File: config.mk
export PLATFORM = sky130hd
export DESIGN_NAME = count_enable_ctrl
export DESIGN_NICKNAME = d
export VERILOG_FILES = /design/src/rtl/count_ctrl_pkg.sv /design/src/rtl/tick_prescaler.sv /design/src/rtl/count_enable_ctrl.sv
export SDC_FILE = /design/constraint.sdc
export NUM_CORES = 1
export LEC_CHECK = 0
export CAP_MARGIN = 20
export CELL_PAD_IN_SITES_DETAIL_PLACEMENT = 1
export CELL_PAD_IN_SITES_GLOBAL_PLACEMENT = 1
export CORE_MARGIN = 1
export CORE_UTILIZATION = 35
export CTS_CLUSTER_DIAMETER = 30
export DETAILED_ROUTE_END_ITERATION = 8
export GPL_TIMING_DRIVEN = 0
export PLACE_DENSITY_LB_ADDON = 0.1
export SYNTH_ARGS = -nofsm -noshare
export SYNTH_HDL_FRONTEND = slang
export SYNTH_SLANG_ARGS = --single-unit
File: constraint.sdc
create_clock -name clk -period 3.43 [get_ports clk]
set_input_delay 0.686 -clock clk [delete_from_list [all_inputs] [get_ports clk]]
set_output_delay 0.686 -clock clk [all_outputs]
set_load 0.005 [all_outputs]
File: src/rtl/count_ctrl_pkg.sv
// rtl/count_ctrl_pkg.sv - shared state encoding and default widths for count_enable_ctrl
//
// Contents:
//   DEF_DIV_W  default prescaler divide-value width
//   DEF_LEN_W  default burst-length / pulse-counter width
//   state_t    FSM state type with ST_IDLE, ST_RUN, ST_DONE encodings
package count_ctrl_pkg;

  localparam int DEF_DIV_W = 8;
  localparam int DEF_LEN_W = 5;

  typedef logic [1:0] state_t;

  localparam logic [1:0] ST_IDLE = 2'd0;
  localparam logic [1:0] ST_RUN  = 2'd1;
  localparam logic [1:0] ST_DONE = 2'd2;

endpackage

File: src/rtl/tick_prescaler.sv
// rtl/tick_prescaler.sv - loadable down-counter with terminal-count tick
//
// Ports:
//   clk         clock, rising edge
//   reset       synchronous active-high reset, clears the count
//   load        load load_val into the count (wins over run)
//   load_val    value loaded on load
//   run         count down; on terminal count reload from reload_val
//   reload_val  period-minus-one used on every reload
//   tick        high while running and the count sits at zero
module tick_prescaler
  import count_ctrl_pkg::*;
#(
  parameter int DIV_W = DEF_DIV_W
) (
  input  logic             clk,
  input  logic             reset,
  input  logic             load,
  input  logic [DIV_W-1:0] load_val,
  input  logic             run,
  input  logic [DIV_W-1:0] reload_val,
  output logic             tick
);

  logic [DIV_W-1:0] count;

  always_ff @(posedge clk) begin
    if (reset) begin
      count <= '0;
    end else if (load) begin
      count <= load_val;
    end else if (run) begin
      if (count == '0) begin
        count <= reload_val;
      end else begin
        count <= count - 1'b1;
      end
    end
  end

  assign tick = run && (count == '0);

endmodule

File: src/rtl/count_enable_ctrl.sv
// rtl/count_enable_ctrl.sv - burst controller producing periodic enable pulses for a counter
//
// Ports:
//   clk     clock, rising edge
//   reset   synchronous active-high reset
//   start   begin a burst (accepted only in IDLE with stop low)
//   stop    abort a burst; blocks start in IDLE
//   div     enable period minus one, captured on accepted start
//   len     enable pulses per burst, 0 = run until stop; captured on accepted start
//   enable  registered one-cycle enable pulse
//   busy    registered, high while in RUN
//   done    registered one-cycle pulse while in DONE
//   pulses  registered count of enables issued in the current burst
module count_enable_ctrl
  import count_ctrl_pkg::*;
#(
  parameter int DIV_W = DEF_DIV_W,
  parameter int LEN_W = DEF_LEN_W
) (
  input  logic             clk,
  input  logic             reset,
  input  logic             start,
  input  logic             stop,
  input  logic [DIV_W-1:0] div,
  input  logic [LEN_W-1:0] len,
  output logic             enable,
  output logic             busy,
  output logic             done,
  output logic [LEN_W-1:0] pulses
);

  state_t           state;
  state_t           state_nxt;
  logic [DIV_W-1:0] div_q;
  logic [LEN_W-1:0] len_q;
  logic             accept;
  logic             fire;
  logic             tick;

  tick_prescaler #(
    .DIV_W (DIV_W)
  ) u_prescaler (
    .clk        (clk),
    .reset      (reset),
    .load       (accept),
    .load_val   (div),
    .run        (state == ST_RUN),
    .reload_val (div_q),
    .tick       (tick)
  );

  // In RUN, stop and burst completion take priority over a due tick so
  // that no enable escapes on the edge that leaves RUN.
  always_comb begin
    state_nxt = state;
    accept    = 1'b0;
    fire      = 1'b0;
    case (state)
      ST_IDLE: begin
        if (start && !stop) begin
          state_nxt = ST_RUN;
          accept    = 1'b1;
        end
      end
      ST_RUN: begin
        if (stop) begin
          state_nxt = ST_DONE;
        end else if ((len_q != '0) && (pulses == len_q)) begin
          state_nxt = ST_DONE;
        end else if (tick) begin
          fire = 1'b1;
        end
      end
      ST_DONE: begin
        state_nxt = ST_IDLE;
      end
      default: begin
        state_nxt = ST_IDLE;
      end
    endcase
  end

  always_ff @(posedge clk) begin
    if (reset) begin
      state  <= ST_IDLE;
      enable <= 1'b0;
      busy   <= 1'b0;
      done   <= 1'b0;
      pulses <= '0;
      div_q  <= '0;
      len_q  <= '0;
    end else begin
      state  <= state_nxt;
      enable <= fire;
      busy   <= (state_nxt == ST_RUN);
      done   <= (state_nxt == ST_DONE);
      if (accept) begin
        div_q  <= div;
        len_q  <= len;
        pulses <= '0;
      end else if (fire) begin
        // Wraps naturally when len is 0 (continuous mode).
        pulses <= pulses + 1'b1;
      end
    end
  end

endmodule

==> flow_metrics.tcl, run 1 <==
set metrics [dict create \
    outcome "finished clean" \
    yosys.cell_types.count 50 \
    end_kind "register" \
    cp_top_family "buffers and inverters" \
    drc_errors 0 \
    worstPathRequired_ns 3.58 \
    crit_path_cell_trace "clkdlybuf4s50_1 -> nand2b_1 -> or3_1 -> clkbuf_8 -> clkbuf_1 -> nand2_1 -> a21oi_1" \
    ff_latch_area_um2 621 \
    fin_crit_sh_pct 67.3 \
    highest_layer "met4" \
    die-area_um2 4940 \
    relSlewSlack_pct 53.7 \
    drv_cap 0 \
    startpoint_type "primary input" \
    clk_latency_ns 0.29 \
    crit_type "in2reg" \
    p_int_mw 0.646 \
    p_comb_share_pct 27.0 \
    synth_edf_count 0 \
    hold_viol_final 0 \
    worst_pin_slew_ns 0.687 \
    clkPwrFrac_pct 29.7 \
    period_needed_ns 2.31 \
    fillers 527 \
    multi_input_area_um2 898 \
    wl_met3_um 123 \
    max-vdd-ir-drop_v 0.000222 \
    drt_iter0_markers 33 \
    routabilityCongestion 0.741 \
    max_stage_delay_ns 0.51 \
    layout_commonest_cell "nand2_1" \
    vias 1457 \
    num-nets-final 238 \
    postCtsResizedCells 0 \
    antenna_found_initial 0 \
    syn_inst 187 \
    grt-ovfl-total 0 \
    rsz0062_at_grt "false" \
    synthArstFlopShare_pct 0 \
    clock-sinks 31 \
    grt_pass1_vias 1566 \
    final_cell_mix "nand2_1 (35), dfxtp_1 (31), clkdlybuf4s50_1 (24)" \
    switchingPower_mw 0.302 \
    worst_hold_path_type "reg2reg" \
    row_count 24 \
    maxSlewViolCount 0 \
    io_buffers 24 \
    slowest_stage "clkdlybuf4s50_1" \
    wire_per_inst_um 16.0 \
    die_height_um 70.3 \
    post_cts_buffers 0 \
    synth-simple-area-share_pct 24.3 \
    cts_buffers 5 \
    p_leak_nw 0.736 \
    yosys_most_used_dff "dfxtp_1" \
    yosysWarnings 0 \
    skew_ns 0.00520 \
    cts_root_buf "clkbuf_8" \
    grt_pass1_wl_um 7380 \
    synth_seq_cells 31 \
    area_growth_pct 23.7 \
    syn_nets 207 \
    grt_max_degree 11 \
    ios 25 \
    synth_area_per_cell_um2 8.73 \
    p_sw_share_pct 31.9 \
    die_x_um 70.3 \
    wl_met2_um 2110 \
    yosys-mux-area-fraction_pct 3.75 \
    worst_slack_ns 1.12 \
    clkSlewWorstSetupHoldPaths_ns 0.06 \
    ctsHoldBuffers 0 \
    initial_utilization_pct 37.0 \
    setup_tns_ns 0 \
    drtPass1Iterations 4 \
    clk_path_buf_depth 2 \
    grt_usage_pct 19.4 \
    yosysSeqAreaShare_pct 38.0 \
    coreArea_um2 4410 \
    hpwl_um 3160 \
    yosys.area_share.adder_pct 2.30 \
    post-route-util_pct 45.7 \
    synth_top_family_by_area "simple AND/OR/NAND/NOR gates" \
    preCtsSetupSlack_ns 0.842 \
    diodes 0 \
    htreeDepth 2 \
    synth_compound_area_share_pct 21.5 \
    p_per_area_nw_per_um2 469 \
    path_buf_inv 3 \
    cts_tree "yes" \
    wl_met1_um 2030 \
    arrival_ns 2.46 \
    cp_max_fo 10 \
    synth-xor-area-share_pct 3.22 \
    setup-violations-final 0 \
    synth_area_um2 1630 \
    antenna_left 0 \
    fmax_mhz 433 \
    seq_power_share_pct 43.3 \
    drt-total-wl_um 4350 \
    viasPerCell 5.38 \
    drive_above_1_share_pct 11.0 \
]
## state kept, by name, indices dropped and copies added, names as in the netlist
name               flops
div_q                  8
state                  2
done                   1
enable                 1
busy                   1
len_q                  5
u_prescaler.count      8
pulses                 5
## routing by layer
layer / track usage, % / vias to the layer above
met5: 0 / -
met4: 9.33 / 0
li1: - / 732
met2: 32.6 / 20
met1: 23.3 / 697
met3: 4.18 / 8
## final cells by class
| cell class | count | area share [%] |
|---|---|---|
| clock inverter | 1 | 0.248 |
| tap | 52 | 3.22 |
| inverter | 5 | 0.929 |
| multi-input combinational | 141 | 44.5 |
| timing repair buffer | 24 | 11.9 |
| clock buffer | 7 | 3.78 |
| sequential | 31 | 30.7 |
| buffer | 10 | 4.71 |
## kinds of logic after synthesis
| group | Yosys count |
|---|---|
| mux | 6 |
| simple gates | 75 |
| buf+inv | 15 |
| xor+xnor | 6 |
| fa+ha+maj | 3 |
| flops | 31 |
| compound gates | 51 |
## synthesized netlist by cell type, types with 2 or more instances
master / n / area share (%)
nor3_1: 2 / 0.61
xor2_1: 4 / 2.1
a211oi_1: 5 / 2.3
o21ai_0: 4 / 1.2
xnor2_1: 2 / 1.1
clkbuf_8: 4 / 3.4
nor2_1: 9 / 2.1
a21o_1: 2 / 0.92
dfxtp_1: 31 / 38
o21ai_1: 3 / 0.92
nand2_1: 35 / 8.0
nand3_1: 3 / 0.92
a21boi_0: 2 / 0.92
inv_1: 5 / 1.1
clkbuf_1: 2 / 0.46
o211ai_1: 5 / 2.3
or3_1: 7 / 2.7
a311oi_1: 5 / 2.7
ha_1: 3 / 2.3
a21oi_1: 17 / 5.2
nand2b_1: 3 / 1.1
and2_1: 2 / 0.77
mux2i_1: 5 / 3.1
## stage by stage
stage          cells  power [mW]  hold WS [ns]  instance area [um^2]
2_1_floorplan    187       0.598         0.434                  1630
3_3_place_gp     263       0.666         0.445                  1940
3_5_place_dp     263       0.674         0.454                  1940
4_1_cts          271       0.958         0.464                  2020
5_1_grt          271        1.00         0.486                  2020
6_report         271       0.948         0.460                  2020
## power by group through the flow
| stage | Combinational, mW | Sequential [mW] | Clock [mW] |
|---|---|---|---|
| 3_3_place_gp | 0.249 | 0.416 | 0 |
| 4_1_cts | 0.258 | 0.410 | 0.290 |
| 2_1_floorplan | 0.187 | 0.411 | 0 |
| 5_1_grt | 0.283 | 0.414 | 0.307 |
| 6_report | 0.256 | 0.410 | 0.282 |
| 3_5_place_dp | 0.256 | 0.418 | 0 |
## worst register-to-register path: stages (launching register included)
cell	delay (ns)
dfxtp_1	0.36
inv_1	0.10
ha_1	0.21
nor3b_2	0.36
nand2_2	0.21
a2111oi_2	0.48
mux2i_1	0.26
## worst paths after layout
path	cells after the start	slack [ns]	endpoint	start
worst max register to register	6	1.38	pulses[0]	u_prescaler.count[0]
worst min-delay path	2	0.46	div_q[5]	div_q[5]
worst max-delay path	7	1.12	div_q[7]	stop
worst min register to register	2	0.46	div_q[5]	div_q[5]
No activity file was read; power rests on OpenSTA's default activity.
==> inputs of run 2 (changes only) <==
==> constraint.sdc (replaced) <==
create_clock -name clk -period 2.1 [get_ports clk]
set_input_delay 0.42 -clock clk [delete_from_list [all_inputs] [get_ports clk]]
set_output_delay 0.42 -clock clk [all_outputs]
set_load 0.005 [all_outputs]
==> flow_metrics.tcl, run 2 (synthesis gave the netlist of run 1 again) <==
set metrics [dict create \
    slowest_stage "clkdlybuf4s50_1" \
    fin_cells 270 \
    htreeDepth 2 \
    cts_tree "yes" \
    grt-ovfl-total 0 \
    cts_buffers 5 \
    cts_root_buf "clkbuf_8" \
    fin_crit_sh_pct 92.4 \
    grt_max_degree 11 \
    clk_path_buf_depth 2 \
    worst-r2r-cell-count 6 \
    fmax_mhz 515 \
    r2r-start "u_prescaler.count[0]" \
    wire_per_inst_um 16.0 \
    p_leak_nw 0.735 \
    io_buffers 24 \
    placed_cells 263 \
    placed_cell_area_um2 1940 \
    drt-total-wl_um 4320 \
    crit_path_cell_trace "clkdlybuf4s50_1 -> nor4bb_1 -> nand3_1 -> a211oi_1 -> mux2i_1" \
    p_per_area_nw_per_um2 765 \
    die_height_um 70.3 \
    hold_viol_final 0 \
    setup-violations-final 0 \
    min_path_cells 2 \
    grt_usage_pct 19.4 \
    worst_pin_slew_ns 0.805 \
    preCtsSetupSlack_ns -0.222 \
    drtPass1Iterations 4 \
    cp_max_fo 6 \
    num-nets-final 237 \
    crit_type "in2reg" \
    hold-worst-slack_ns 0.460 \
    hpwl_um 3160 \
    skew_ns 0.00564 \
    relSlewSlack_pct 45.7 \
    drv_cap 0 \
    post-route-util_pct 45.9 \
    reg_top3 "div_q x8, u_prescaler.count x8" \
    drc_errors 0 \
    antenna_found_initial 0 \
    rsz0062_at_grt "false" \
    period_needed_ns 1.94 \
    grt_pass1_vias 1566 \
    min_to "div_q[5]" \
    final_cell_mix "nand2_1 (35), dfxtp_1 (31), clkdlybuf4s50_1 (24)" \
    power_mw 1.55 \
    clk_latency_ns 0.29 \
    worst_hold_path_type "reg2reg" \
    fin_area_um2 2030 \
    worst_slack_ns 0.159 \
    die-area_um2 4940 \
    initial_utilization_pct 37.0 \
    maxSlewViolCount 0 \
    routabilityCongestion 0.741 \
    viasPerCell 5.35 \
    worstHoldStart "div_q[5]" \
    outcome "finished clean" \
    worstPathRequired_ns 2.32 \
    ios 25 \
    clkSlewWorstSetupHoldPaths_ns 0.06 \
    area_growth_pct 24.2 \
    max-vdd-ir-drop_v 0.000363 \
    antenna_left 0 \
    max_stage_delay_ns 0.54 \
    vias 1445 \
    drt_iter0_markers 33 \
    clock-sinks 31 \
    layout_commonest_cell "nand2_1" \
    end_kind "register" \
    die_x_um 70.3 \
    drive_above_1_share_pct 11.0 \
    diodes 0 \
    grt_pass1_wl_um 7380 \
    startpoint_type "primary input" \
    r2r_slack_ns 0.17 \
    row_count 24 \
    r2r-end "pulses[0]" \
    coreArea_um2 4410 \
    arrival_ns 2.16 \
    setup_tns_ns 0 \
]
==> run 2: changes by cell type in the layout (fill, tap and decap cells not counted), sizes merged <==
cell	previous run	this run
clkbuf	13	12
==> run 2: repair_timing <==
| action | in CTS | in global routing |
|---|---|---|
| resized for setup | 0 | 1 |
| hold buffers | 0 | 0 |
| buffers inserted | 0 | 0 |
| endpoints found under the setup margin | 0 | 9 |
==> run 2: where the power goes <==
group / switching [mW] / internal, mW / total (mW) / leakage (nW)
registers: 0.0443 / 0.626 / 0.670 / 0.253
clock network: 0.226 / 0.232 / 0.458 / 0.0422
logic: 0.225 / 0.197 / 0.422 / 0.440
total: 0.495 / 1.06 / 1.55 / 0.735
==> run 2: worst max path at each step <==
stage	from	to	slack, ns	cells past startpoint
floorplan	u_prescaler.count[0]	u_prescaler.count[3]	0.45	6
global placement	stop	len_q[4]	-0.19	7
detailed placement	stop	div_q[7]	-0.22	7
CTS	u_prescaler.count[0]	pulses[0]	0.02	6
global route	u_prescaler.count[1]	pulses[1]	0.02	6
finish	stop	pulses[4]	0.16	5
==> run 2: critical path, delay by kind of cell <==
family | cells | cell delay [ns]
buffers and inverters | 1 | 0.54
AOI/OAI and AO/OA | 1 | 0.31
and+or+nand+nor | 2 | 0.68
muxes | 1 | 0.22
==> run 2: cell type report <==
cell class | instances | area [um^2]
Inverter | 5 | 18.8
Fill cell | 527 | 2390
Multi-Input combinational cell | 141 | 911
Clock inverter | 1 | 5.00
Clock buffer | 7 | 76.3
Buffer | 9 | 91.3
Timing Repair Buffer | 24 | 240
Sequential cell | 31 | 621
Tap cell | 52 | 65.1
==> run 2: layer usage <==
layer	track usage, %	routed length, um	part of all wire [%]	vias to the layer above
met5	0	0	0	-
met4	9.33	87	2.0	0
met3	4.18	122	2.8	8
met2	32.6	2050	47	20
met1	23.3	2060	48	687
li1	-	-	-	730
==> inputs of run 3 (changes only) <==
--- a/config.mk
+++ b/config.mk
@@ -8,7 +8,7 @@
 export CAP_MARGIN = 20
 export CELL_PAD_IN_SITES_DETAIL_PLACEMENT = 1
 export CELL_PAD_IN_SITES_GLOBAL_PLACEMENT = 1
-export CORE_MARGIN = 1
+export CORE_MARGIN = 2
 export CORE_UTILIZATION = 35
 export CTS_CLUSTER_DIAMETER = 30
 export DETAILED_ROUTE_END_ITERATION = 8
==> flow_metrics.tcl, run 3 (synthesis gave the netlist of run 1 again) <==
set metrics [dict create \
    layout_commonest_cell "nand2_1" \
    worstPathRequired_ns 2.29 \
    antenna_found_initial 0 \
    startpoint_type "register" \
    num-nets-final 238 \
    max-vdd-ir-drop_v 0.000338 \
    coreArea_um2 4410 \
    drtPass1Iterations 4 \
    clkSlewWorstSetupHoldPaths_ns 0.07 \
    power_mw 1.63 \
    placed_cell_area_um2 1940 \
    crit_type "reg2reg" \
    p_per_area_nw_per_um2 793 \
    cts_root_buf "clkbuf_8" \
    cts_buffers 5 \
    die_x_um 72.3 \
    wire_per_inst_um 16.7 \
    relSlewSlack_pct 46.2 \
    area_growth_pct 26.2 \
    r2r_slack_ns 0.15 \
    fin_crit_sh_pct 93.0 \
    reg_top3 "div_q x8, u_prescaler.count x8" \
    clk_path_buf_depth 2 \
    period_needed_ns 1.95 \
    maxSlewViolCount 0 \
    row_count 24 \
    worst_slack_ns 0.148 \
    die-area_um2 5230 \
    cp_max_fo 7 \
    drc_errors 0 \
    hpwl_um 3230 \
    setup-violations-final 0 \
    routabilityCongestion 0.762 \
    antenna_left 0 \
    clk_latency_ns 0.28 \
    cts_tree "yes" \
    vias 1493 \
    ctsHoldBuffers 0 \
    grt_usage_pct 19.7 \
    clock-sinks 31 \
    htreeDepth 2 \
    fillers 517 \
    fin_area_um2 2060 \
    rsz0062_at_grt "false" \
    die_height_um 72.3 \
    drive_above_1_share_pct 11.9 \
    hold_viol_final 0 \
    fmax_mhz 512 \
    drv_cap 0 \
    drt-total-wl_um 4510 \
    grt_pass1_vias 1599 \
    end_kind "register" \
    ios 25 \
    diodes 0 \
    skew_ns 0.00446 \
    io_buffers 24 \
    viasPerCell 5.51 \
    initial_utilization_pct 37.0 \
    worst_pin_slew_ns 0.798 \
    p_leak_nw 0.759 \
    final_cell_mix "nand2_1 (35), dfxtp_1 (31), clkdlybuf4s50_1 (23)" \
    worst_hold_path_type "reg2reg" \
    outcome "finished clean" \
    grt_max_degree 11 \
    grt-ovfl-total 0 \
    drt_iter0_markers 60 \
    preCtsSetupSlack_ns -0.222 \
    grt_pass1_wl_um 7820 \
    post-route-util_pct 46.7 \
    arrival_ns 2.14 \
]
-- run 3: per-layer routing --
| layer | vias up | GRT usage (%) | routed length [um] |
|---|---|---|---|
| met4 | 0 | 6.92 | 80 |
| met1 | 727 | 24.7 | 2080 |
| li1 | 732 | - | - |
| met2 | 26 | 33.2 | 2200 |
| met3 | 8 | 4.31 | 150 |
| met5 | - | 0 | 0 |
-- run 3: where the power goes --
part           switching (mW)  internal, mW  total, mW  leakage [nW]
clock                   0.227         0.299      0.527        0.0515
combinational           0.235         0.202      0.437         0.454
sequential             0.0457         0.626      0.671         0.253
total                   0.508          1.13       1.63         0.759
-- run 3: area by class of cell --
type	count	area, um^2	area share (%)
Clock buffer	8	100	4.86
Sequential cell	31	621	30.1
Inverter	5	18.8	0.911
Timing Repair Buffer	24	243	11.8
Buffer	10	96.3	4.68
Tap cell	52	65.1	3.16
Multi-Input combinational cell	141	917	44.5
-- run 3: per-stage QoR --
stage | cells | setup TNS [ns] | hold WS [ns]
global route | 271 | 0 | 0.479
floorplan | 187 | 0 | 0.434
finish | 271 | 0 | 0.461
CTS | 271 | 0 | 0.463
global placement | 263 | -1.95 | 0.445
detailed placement | 263 | -2.55 | 0.451
-- run 3: path summary, 6_finish.rpt --
path / startpoint / endpoint / cells after the start
worst max-delay path: u_prescaler.count[0] / u_prescaler.count[2] / 6
worst min-delay path: div_q[5] / div_q[5] / 2
worst max register to register: u_prescaler.count[0] / u_prescaler.count[2] / 6
worst min register to register: div_q[5] / div_q[5] / 2
-- run 3: worst max-delay path, stage by stage (launching register included) --
cell	delay (ns)
dfxtp_1	0.37
inv_1	0.11
ha_1	0.24
or3b_2	0.55
o21ai_1	0.19
o211ai_1	0.12
a311oi_1	0.28
-- run 3: what timing repair did --
item / 4_1_cts / 5_1_grt
resized for setup: 0 / 5
setup endpoints to repair: 0 / 13
buffers inserted: 0 / 0
endpoints found under the hold margin: 0 / 0
